File: config.mk
export PLATFORM = sky130hd
export DESIGN_NAME = graphic_line_sequencer
export DESIGN_NICKNAME = d
export VERILOG_FILES = /design/src/rtl/graphic_line_sequencer.sv
export SDC_FILE = /design/constraint.sdc
export NUM_CORES = 1
export LEC_CHECK = 0
export CORE_MARGIN = 3
export CORE_UTILIZATION = 44
export DETAILED_ROUTE_END_ITERATION = 10
export PLACE_DENSITY = 0.81
export SLEW_MARGIN = 20
export SYNTH_ARGS = -nofsm -noshare
export SYNTH_HDL_FRONTEND = slang
export SYNTH_SLANG_ARGS = --single-unit
File: constraint.sdc
create_clock -name clk -period 3.9 [get_ports clk]
set_clock_uncertainty 0.1 [all_clocks]
set_input_delay 0.585 -clock clk [delete_from_list [all_inputs] [get_ports clk]]
set_output_delay 0.585 -clock clk [all_outputs]
set_load 0.005 [all_outputs]
File: src/rtl/graphic_line_sequencer.sv
// graphic_line_sequencer: per-scanline descriptor walker that starts and waits on the graphic units.
// Define GRAPHIC_SEQ_TIMEOUT_EN to add a WAIT_DONE watchdog that sets the sticky timeout_err.
module graphic_line_sequencer #(
  parameter int LINES   = 240,
  parameter int ELEMS   = 16,
  parameter int TIMEOUT = 1023
) (
  input  logic                     clk,
  input  logic                     reset,
  input  logic                     frame_start,
  input  logic                     line_ready,
  output logic [$clog2(ELEMS)-1:0] desc_addr,
  input  logic [31:0]              desc_data,
  output logic [$clog2(ELEMS)-1:0] elem_index,
  output logic [11:0]              dy,
  output logic [3:0]               unit_start,
  input  logic [3:0]               unit_done,
  output logic                     line_done,
  output logic                     frame_done,
  output logic                     busy,
  output logic                     timeout_err
);
  localparam int AW = $clog2(ELEMS);
  localparam logic [AW-1:0] LAST_ELEM = AW'(ELEMS - 1);
  localparam logic [11:0]   LAST_LINE = 12'(LINES - 1);

  // state     | meaning
  // IDLE      | no frame in progress, waiting for frame_start
  // WAIT_LINE | waiting for the line buffer to accept a line
  // FETCH     | desc_addr presented for element e
  // CHECK     | descriptor returned, coverage of dy tested
  // START     | one-cycle unit_start to the owning unit
  // WAIT_DONE | waiting for unit_done of that unit
  // END_LINE  | line_done (and frame_done on the last line)
  typedef enum logic [2:0] {
    IDLE, WAIT_LINE, FETCH, CHECK, START, WAIT_DONE, END_LINE
  } state_t;

  state_t        state_q, state_d;
  logic [AW-1:0] elem_q, elem_d, index_q, index_d;
  logic [11:0]   dy_q, dy_d;
  logic [1:0]    uid_q, uid_d;
  logic [3:0]    start_q, start_d;
  logic          line_done_q, line_done_d, frame_done_q, frame_done_d;
  logic          busy_q, busy_d;
  logic          advance, hit;
  logic [12:0]   y_end;
  logic          unused_rsvd;

`ifdef GRAPHIC_SEQ_TIMEOUT_EN
  logic [15:0] cnt_q, cnt_d;
  logic        terr_q, terr_d;
`else
  localparam int unused_timeout = TIMEOUT;
`endif

  // 13-bit end so a region running past line 4095 cannot wrap into a hit
  assign y_end       = {1'b0, desc_data[28:17]} + {1'b0, desc_data[16:5]};
  assign hit         = desc_data[31] && (dy_q >= desc_data[28:17]) && ({1'b0, dy_q} < y_end);
  assign unused_rsvd = ^desc_data[4:0];

  always_comb begin
    state_d      = state_q;
    elem_d       = elem_q;
    index_d      = index_q;
    dy_d         = dy_q;
    uid_d        = uid_q;
    start_d      = 4'b0000;
    line_done_d  = 1'b0;
    frame_done_d = 1'b0;
    advance      = 1'b0;
`ifdef GRAPHIC_SEQ_TIMEOUT_EN
    cnt_d        = cnt_q;
    terr_d       = terr_q;
`endif
    case (state_q)
      IDLE: begin
        if (frame_start) begin
          dy_d    = 12'd0;
          state_d = WAIT_LINE;
`ifdef GRAPHIC_SEQ_TIMEOUT_EN
          terr_d  = 1'b0;
`endif
        end
      end
      WAIT_LINE: begin
        if (line_ready) begin
          elem_d  = '0;
          state_d = FETCH;
        end
      end
      FETCH: state_d = CHECK;
      CHECK: begin
        uid_d = desc_data[30:29];
        if (hit) begin
          start_d = 4'b0001 << desc_data[30:29];
          index_d = elem_q;
          state_d = START;
        end else begin
          advance = 1'b1;
        end
      end
      START: begin
        state_d = WAIT_DONE;
`ifdef GRAPHIC_SEQ_TIMEOUT_EN
        cnt_d   = 16'(TIMEOUT - 1);
`endif
      end
      WAIT_DONE: begin
        if (unit_done[uid_q]) begin
          advance = 1'b1;
        end
`ifdef GRAPHIC_SEQ_TIMEOUT_EN
        else if (cnt_q == 16'd0) begin
          terr_d  = 1'b1;
          advance = 1'b1;
        end else begin
          cnt_d = cnt_q - 16'd1;
        end
`endif
      end
      END_LINE: begin
        if (dy_q == LAST_LINE) begin
          dy_d    = 12'd0;
          state_d = IDLE;
        end else begin
          dy_d    = dy_q + 12'd1;
          state_d = WAIT_LINE;
        end
      end
      default: state_d = IDLE;
    endcase

    if (advance) begin
      if (elem_q == LAST_ELEM) begin
        state_d      = END_LINE;
        line_done_d  = 1'b1;
        frame_done_d = (dy_q == LAST_LINE);
      end else begin
        elem_d  = elem_q + AW'(1);
        state_d = FETCH;
      end
    end
    busy_d = (state_d != IDLE);
  end

  always_ff @(posedge clk) begin
    if (reset) begin
      state_q      <= IDLE;
      elem_q       <= '0;
      index_q      <= '0;
      dy_q         <= 12'd0;
      uid_q        <= 2'd0;
      start_q      <= 4'b0000;
      line_done_q  <= 1'b0;
      frame_done_q <= 1'b0;
      busy_q       <= 1'b0;
    end else begin
      state_q      <= state_d;
      elem_q       <= elem_d;
      index_q      <= index_d;
      dy_q         <= dy_d;
      uid_q        <= uid_d;
      start_q      <= start_d;
      line_done_q  <= line_done_d;
      frame_done_q <= frame_done_d;
      busy_q       <= busy_d;
    end
  end

`ifdef GRAPHIC_SEQ_TIMEOUT_EN
  always_ff @(posedge clk) begin
    if (reset) begin
      cnt_q  <= 16'd0;
      terr_q <= 1'b0;
    end else begin
      cnt_q  <= cnt_d;
      terr_q <= terr_d;
    end
  end
  assign timeout_err = terr_q;
`else
  assign timeout_err = 1'b0;
`endif

  assign desc_addr  = elem_q;
  assign elem_index = index_q;
  assign dy         = dy_q;
  assign unit_start = start_q;
  assign line_done  = line_done_q;
  assign frame_done = frame_done_q;
  assign busy       = busy_q;
endmodule
# --- Word-level counts from Yosys, hierarchy flattened ---
# Cells that the tools add are included.
totals:
  ff_bits: 32
  output_inout_bits: 28
  input_bits: 40
  wordCells: 59
classes:
  n_shift: 1
  n_eq_ne: 9
  add_sub_neg: 3
  n_bitwise: 4
  mux: 20
  n_reduce_logical: 10
  magnitude_cmp: 3
op_table:
  columns: ["cell", "count"]
  rows:
  - ["$mux W12", 2]
  - ["$pmux W12 S2", 1]
  - ["$pmux W3 S7", 1]
  - ["$mux W4", 4]
  - ["$mux W3", 5]
  - ["$add A12 B12 Y13", 1]
  - ["$lt A12 B13 Y1", 1]
  - ["$add A12 B1 Y12 const B", 1]
  - ["$eq A12 B8 Y1 const B", 1]
  - ["$ge A12 B12 Y1", 1]
  - ["$eq A3 B3 Y1 const B", 3]
  - ["$eq A3 B2 Y1 const B", 2]
  - ["$reduce_or A3 Y1", 2]
  - ["$mux W1", 5]
  - ["$add A4 B1 Y4 const B", 1]
  - ["$eq A4 B4 Y1 const B", 1]
  - ["$not A1 Y1", 4]
  - ["$reduce_and A2 Y1", 2]
  - ["$shl A1 B2 Y4 const A", 1]
  - ["$eq A3 B1 Y1 const B", 1]
  - ["$logic_not A3 Y1", 1]
  - ["$lt A2 B3 Y1 const B", 1]
  - ["$reduce_bool A3 Y1", 1]
  - ["$bmux W1 S2", 1]
  - ["5 further kinds", 6]

# --- Longest topological paths before layout ---
# Gate-level depths: netlist (run 1).
logic_depth:
  word_depth: 7
  depth_mapped: 16
  depth_no_buf: 16

# --- Worst setup path after synthesis (run 1) ---
# Ideal clock, no wire load.
synth_timing:
  path_kind: "input port to flip-flop"
  start: "input port desc_data[10]"
  end: "register state_q[2]"
  arrival_time_ns: 3.701
  slack_ns: -0.024
  setup_time_ns: 0.123
  path_stages: 15
  t_required_ns: 3.677
  n_path_buf: 0
  cell_sequence: "ha_1 a211o_1 nor3_1 o21ai_0 a31o_2 a21oi_1 xor2_1 ha_1 nand4_1 a211oi_1 o41ai_1 a221o_1 o221ai_4 and2_4 mux2_1"
synth_via:
  elab_chain_cells: 6
  elab_cells_between_ends: 8
  cone_classes: "add/sub (1); order compare (1); mux (5); reduce/logical (1)"
synth_lines:
  columns: ["element", "line_no", "source"]
  rows:
  - ["from (decl)", "13", "input logic [31:0] desc_data,"]
  - ["$add A12 B12 Y13 (*)", "58", "assign y_end = {1'b0, desc_data[28:17]} + {1'b0, desc_data[16:5]};"]
  - ["$lt A12 B13 Y1 (*)", "59", "assign hit = desc_data[31] && (dy_q >= desc_data[28:17]) && ({1'b0, dy_q} < y_end);"]
  - ["$logic_and A1 B1 Y1 (*)", "59", null]
  - ["$mux W3 or $mux W1 (tied branches)", "95", "if (hit) begin"]
  - ["$pmux W3 S7 or $pmux W1 S2 (tied branches)", "76", "case (state_q)"]
  - ["$mux W3 (*)", "134", "if (advance) begin"]
  - ["to (signal assigned)", "159", "state_q <= state_d;"]
  - ["to (decl)", "39", "state_t state_q, state_d;"]
# Mark *: on every way between the ends. The rest lies on a longest branch, timed or not.
# A chain may end at the register's enable or synchronous reset.

# --- Worst setup path after layout (run 1) ---
layout_timing:
  start: "input port desc_data[5]"
  end: "register state_q[2]"
# Same word-level chain as after synthesis.

==> impl_metrics.yaml, run 1 <==
sta:
  holdWs_ps: 374
  hold_violations: 0
  finalMaxSlewViolations: 0
  tightest_slew_ps: 1010
  grt_setup_unrepaired: "true"
  final.min_clock_period_ps: 3930
  setup_violations: 1
  worst_slack_ps: -28.2
  fmax_ghz: 0.255
  max_slew_margin_pct: 32.6
  period_share_pct: 101
setup_path:
  crit_family: "compound AO/OA/AOI/OAI gates"
  r2r-end: "state_q[2]$_SDFF_PP0_"
  arrival_ps: 3990
  slowest_stage: "a221o_1"
  worstPathRequired_ps: 3970
  max_stage_delay_ps: 420
  criticalPathCategory: "input port to flop"
  end_kind: "flop"
  r2r-start: "dy[0]$_SDFFE_PP0P_"
  r2r_slack_ps: 1180
  cp-start-kind: "input port"
  cp_max_fo: 5
  r2r_cells: 9
  worstPathCellList: "buf_6 > ha_4 > inv_2 > fa_2 > nand2b_4 > a211oi_4 > o31ai_4 > o21bai_1 > xnor2_1 > ha_1 > nand4_1 > a211oi_2 > o41ai_2 > a221o_1 > o221ai_4 > and2_4 > mux2_4"
  path_buf_inv: 2
route:
  via_per_inst: 5.54
  wl_um: 7130
  route.detailed.drc: 0
  vias: 2624
  detail_route.first_pass.iterations: 4
  ant_nets: 0
  drt_iter0_drc: 157
  wl_per_cell_um: 15.0
clock_tree:
  cts_tree: "built"
  root_buffer: "clkbuf_8"
  cts.sinks: 32
  clock_path_buffers: 2
  cts_hold_buf: 0
  htreeDepth: 2
  insertion_delay_ps: 280
  clkTransAtPathRegs_ps: 60
  cts_inserted_buffers: 5
layout:
  syn_to_final_growth_pct: 47.8
  antennaDiodeCount: 0
  final_util_pct: 67.8
  regArea_um2: 641
  multi_input_area_um2: 1970
  drive_above_1_share_pct: 24.1
  fill_cells: 417
  fin_nets: 480
job:
  maxCapViolCount: 0
global_route:
  grt_pass1_wl_um: 10900
  overflow: 0
  antenna_found_initial: 0
  grt_use_total_pct: 20.3
  grt_pass1_vias: 2472
  grt_max_degree: 30
yosys:
  synth_edf_count: 0
  netlist_area_um2: 2540
  synth_common_cells: "ha_1, nor2_1, dfxtp_1"
  synth_fp_nets: 382
  ys.flop_type: "dfxtp_1"
  synth_most_common_cell: "ha_1"
  synthCells: 304
  synth_cell_types: 56
  synth-async-reset-ratio_pct: 0
  synth_seq_cells: 32
  synth_top_area_share_pct: 25.2
  synth_area_leaders: "dfxtp_1, ha_1, nor2_1, a21oi_1, xor2_1"
  ys_seq_area_share_pct: 25.2
  synth.avg_cell_area_um2: 8.36
  yosys.area.top_type: "dfxtp_1"
  yosysWarnings: 0
placed_design:
  port_buffers: 61
  globalplace.congestion: 0.924
  dp_hpwl_um: 5080
worst_hold_path:
  hold_end: "uid_q[1]$_SDFFE_PP0P_"
  worstHoldPathCells: 2
  hold_start: "uid_q[1]$_SDFFE_PP0P_"
  hp-class: "flop to flop"
status:
  violations: "negative setup slack"
  status: "finished, violations left"
die:
  dieArea_um2: 6720
  ios: 68
  dieWidth_um: 82.0
  start_util_pct: 45.9
  core.rowCount: 27
  core-area_um2: 5540
  dieHeight_um: 82.0
pwr:
  peakVddDrop_uv: 276
  p_leak_nw: 1.62
  power_density_nw_per_um2: 232
-- worst min-delay path: cells and delay by family, from the launching register on --
family             cells  cell delay [ps]
and+or+nand+nor        1               60
DFF                    1              320
AOI/OAI and AO/OA      1               50
-- cell type report --
| type | count | area share [%] |
|---|---|---|
| well taps | 72 | 2.40 |
| multi-input cells | 241 | 52.4 |
| flip-flops and latches | 32 | 17.1 |
| repair buffers | 101 | 24.0 |
| inverters | 21 | 2.10 |
| clock inverters | 1 | 0.133 |
| clock buffers | 6 | 1.93 |
-- where the power goes --
group          internal, mW  total (mW)  leakage [nW]  switching, mW
sequential            0.333       0.345         0.259         0.0119
clock                 0.121       0.233        0.0410          0.112
combinational         0.154       0.293          1.32          0.139
total                 0.608       0.871          1.62          0.263
-- stage by stage --
stage          TNS [ps]  power [mW]  area, um^2  worst slack [ps]  instances
6_report          -28.2       0.871        3760             -28.2        474
5_1_grt            -825       0.914        3760              -122        474
4_1_cts               0       0.843        3620              11.8        469
3_5_place_dp      -9800       0.591        3420              -671        454
3_3_place_gp      -8250       0.584        3420              -563        454
2_1_floorplan         0       0.489        2560             0.966        304
-- layout by cell type, fill, tap and decap left out, types with 5 or more instances in the layout --
cell type,n
nor2_1,33
buf_6,5
o21ai_0,13
clkdlybuf4s50_1,46
nand3_1,10
xor2_1,11
buf_4,37
inv_1,19
ha_1,28
mux2i_1,5
clkbuf_2,6
clkbuf_8,5
and3_1,6
dfxtp_1,32
ha_4,7
nand2_1,16
a21oi_1,21
-- how the worst max path moves through the flow --
stage             startpoint                 endpoint  slack [ps]  depth (start not counted)
6_report        desc_data[5]    state_q[2]$_SDFF_PP0_         -30                         17
5_1_grt         desc_data[5]    state_q[2]$_SDFF_PP0_        -120                         17
4_1_cts        desc_data[17]    state_q[2]$_SDFF_PP0_          10                         17
3_5_place_dp    desc_data[6]  desc_addr[2]$_SDFF_PP0_        -670                         18
3_3_place_gp    desc_data[6]    state_q[2]$_SDFF_PP0_        -560                         17
2_1_floorplan  desc_data[10]    state_q[2]$_SDFF_PP0_           1                         15
-- what timing repair did --
| item | CTS | global route |
|---|---|---|
| setup buffers | 8 | 7 |
| resized for setup | 39 | 35 |
| pin swaps | 25 | 30 |
| setup endpoints to repair | 18 | 17 |
-- logic make-up (layout without fill, tap and decap cells) --
| family | count (synthesis) | count (layout) | share of synthesized area [%] |
|---|---|---|---|
| fa+ha+maj | 38 | 38 | 19.0 |
| xor+xnor | 15 | 15 | 5.17 |
| buf+inv | 31 | 129 | 4.73 |
| compound gates | 75 | 75 | 21.2 |
| flops | 32 | 32 | 25.2 |
| simple gates | 105 | 105 | 21.3 |
| mux | 7 | 7 | 3.30 |
| other cells | 1 | 1 | 0.148 |
-- flip-flops by register name (all words and copies together), names as in the netlist --
register    cells
line_done       1
unit_start      4
busy            1
state_q         3
desc_addr       4
dy             12
elem_index      4
frame_done      1
uid_q           2
-- routing by layer --
metal | track usage (%) | vias up | share of wire, %
met5 | 0 | - | 0
met4 | 4.32 | 0 | 1.5
met3 | 3.51 | 10 | 4.6
met2 | 36.3 | 74 | 52
met1 | 25.3 | 1246 | 42
li1 | - | 1294 | -
Note: power is estimated with default switching activity, not from simulation.
==> inputs of run 2 (changes only) <==
--- a/config.mk
+++ b/config.mk
@@ -6,9 +6,11 @@
 export NUM_CORES = 1
 export LEC_CHECK = 0
 export CORE_MARGIN = 3
-export CORE_UTILIZATION = 44
+export CORE_UTILIZATION = 45
+export CTS_CLUSTER_SIZE = 30
 export DETAILED_ROUTE_END_ITERATION = 10
-export PLACE_DENSITY = 0.81
+export DONT_BUFFER_PORTS = 1
+export PLACE_DENSITY = 0.66
 export SLEW_MARGIN = 20
 export SYNTH_ARGS = -nofsm -noshare
 export SYNTH_HDL_FRONTEND = slang
==> impl_metrics.yaml, run 2 (synthesis results as in run 1) <==
status:
  status: "completed"
route:
  ant_nets: 0
  vias: 2230
  detail_route.first_pass.iterations: 5
  route.detailed.drc: 0
  wl_per_cell_um: 14.1
  wl_um: 5680
  via_per_inst: 5.55
  drt_iter0_drc: 87
pwr:
  sw_frac_of_total_pct: 28.7
  comb_power_share_pct: 25.5
  p_int_uw: 577
  p_clk_share_pct: 31.9
  p_leak_nw: 1.32
  peakVddDrop_uv: 185
  p_sw_uw: 232
  seqPwrFrac_pct: 42.6
  power_density_nw_per_um2: 269
global_route:
  antenna_found_initial: 0
  grt_pass1_wl_um: 9420
  use_met3_pct: 3.99
  grt_use_met2_pct: 28.6
  overflow: 0
  grt-busiest-layer: "met2"
  grt_max_degree: 30
  grt_use_total_pct: 18.0
  met1_usage_pct: 24.4
  grt_pass1_vias: 2094
setup_path:
  cp_max_fo: 6
  worstPathRequired_ps: 3970
  cp-start-kind: "input port"
  r2r_cells: 8
  criticalPathCategory: "input port to flop"
  arrival_ps: 3960
  end_kind: "flop"
layout:
  final_util_pct: 57.2
  fill_cells: 517
  antennaDiodeCount: 0
  fin_nets: 409
  syn_to_final_growth_pct: 18.6
  drive_above_1_share_pct: 20.2
  final_common_cell: "ha_1"
  largest_reg_flops: 12
  most-common-layout-cells: "ha_1, nor2_1, dfxtp_1"
  final_cell_area_um2: 3010
job:
  maxCapViolCount: 0
clock_tree:
  htreeDepth: 2
  cts_hold_buf: 0
  cts_inserted_buffers: 5
  root_buffer: "clkbuf_8"
  clock_path_buffers: 2
  cts.sinks: 32
  cts_tree: "built"
  insertion_delay_ps: 280
  clkTransAtPathRegs_ps: 70
sta:
  tightest_slew_ps: 630
  setup_violations: 0
  final.min_clock_period_ps: 3890
  finalMaxSlewViolations: 0
  hold_violations: 0
  grt_setup_unrepaired: "true"
  fmax_ghz: 0.257
  period_share_pct: 99.6
  max_slew_margin_pct: 58.0
die:
  dieArea_um2: 6580
  core-area_um2: 5270
  dieWidth_um: 81.1
  ios: 68
  start_util_pct: 48.2
  dieHeight_um: 81.1
  core.rowCount: 26
worst_hold_path:
  worstHoldPathCells: 1
  hp-class: "input port to flop"
placed_design:
  port_buffers: 0
  dp_hpwl_um: 4530
  placed_area_um2: 2790
  globalplace.congestion: 0.826
run 2: changes by cell type in the layout (fill, tap and decap cells not counted), moves of 2 or more:
cell,before,now
clkdlybuf4s50_1,46,0
ha_2,2,0
buf_4,37,26
nor2_2,2,0
dlymetal6s2s_1,3,0
nor3_2,0,2
ha_1,28,36
ha_4,7,1
buf_6,5,3
clkbuf_2,6,0
nor2_1,33,35
clkdlybuf4s15_1,3,0
run 2: path summary, 6_finish.rpt:
kind | from | to | slack (ps)
setup / recovery | desc_data[17] | state_q[2]$_SDFF_PP0_ | 10
hold / removal | desc_data[30] | unit_start[0]$_SDFF_PP0_ | 260
setup reg to reg | dy[10]$_SDFFE_PP0P_ | state_q[2]$_SDFF_PP0_ | 1060
hold reg to reg | uid_q[1]$_SDFFE_PP0P_ | uid_q[1]$_SDFFE_PP0P_ | 360
run 2: power groups by stage:
stage	logic (mW)	registers, mW	clock network (mW)
6_report	0.206	0.345	0.258
3_5_place_dp	0.188	0.352	0
5_1_grt	0.234	0.347	0.281
2_1_floorplan	0.146	0.343	0
3_3_place_gp	0.184	0.352	0
4_1_cts	0.191	0.345	0.265
run 2: critical path, cell delays in order:
cell and delay (ps):
ha_4 120, inv_2 40, fa_2 380, nand2b_4 160, a211oi_4 280, o31ai_4 120, buf_4 140, xor2_1 140
ha_1 270, nand4_1 140, a211oi_2 260, o41ai_2 130, a221o_1 410, o221ai_4 290, and2_4 200, mux2_4 290
run 2: what timing repair did:
action	CTS	global route
resized for setup	0	18
buffers inserted	2	6
pin swaps	3	19
endpoints found under the setup margin	5	17
run 2: through the flow:
stage | power (mW) | TNS (ps) | cells | setup WS [ps] | hold WS, ps
after global placement | 0.536 | -1580 | 386 | -246 | 349
after CTS | 0.801 | 0 | 396 | 18.3 | 259
final | 0.809 | 0 | 402 | 14.3 | 260
after detailed placement | 0.540 | -3180 | 386 | -366 | 357
after global routing | 0.862 | -1140 | 402 | -161 | 248
after floorplan | 0.489 | 0 | 304 | 0.966 | 341
run 2: layout make-up:
class / count / area [um^2] / area share, %
tap: 70 / 87.6 / 2.91
clock buffer: 6 / 82.6 / 2.74
timing repair buffer: 30 / 249 / 8.26
inverter: 21 / 78.8 / 2.62
clock inverter: 2 / 10.0 / 0.332
multi-input combinational: 241 / 1860 / 61.9
sequential: 32 / 641 / 21.3
run 2: layer usage:
metal,vias up,share of wire [%]
met4,0,1.4
met5,-,0
met2,50,45
li1,1153,-
met3,9,5.4
met1,1018,48
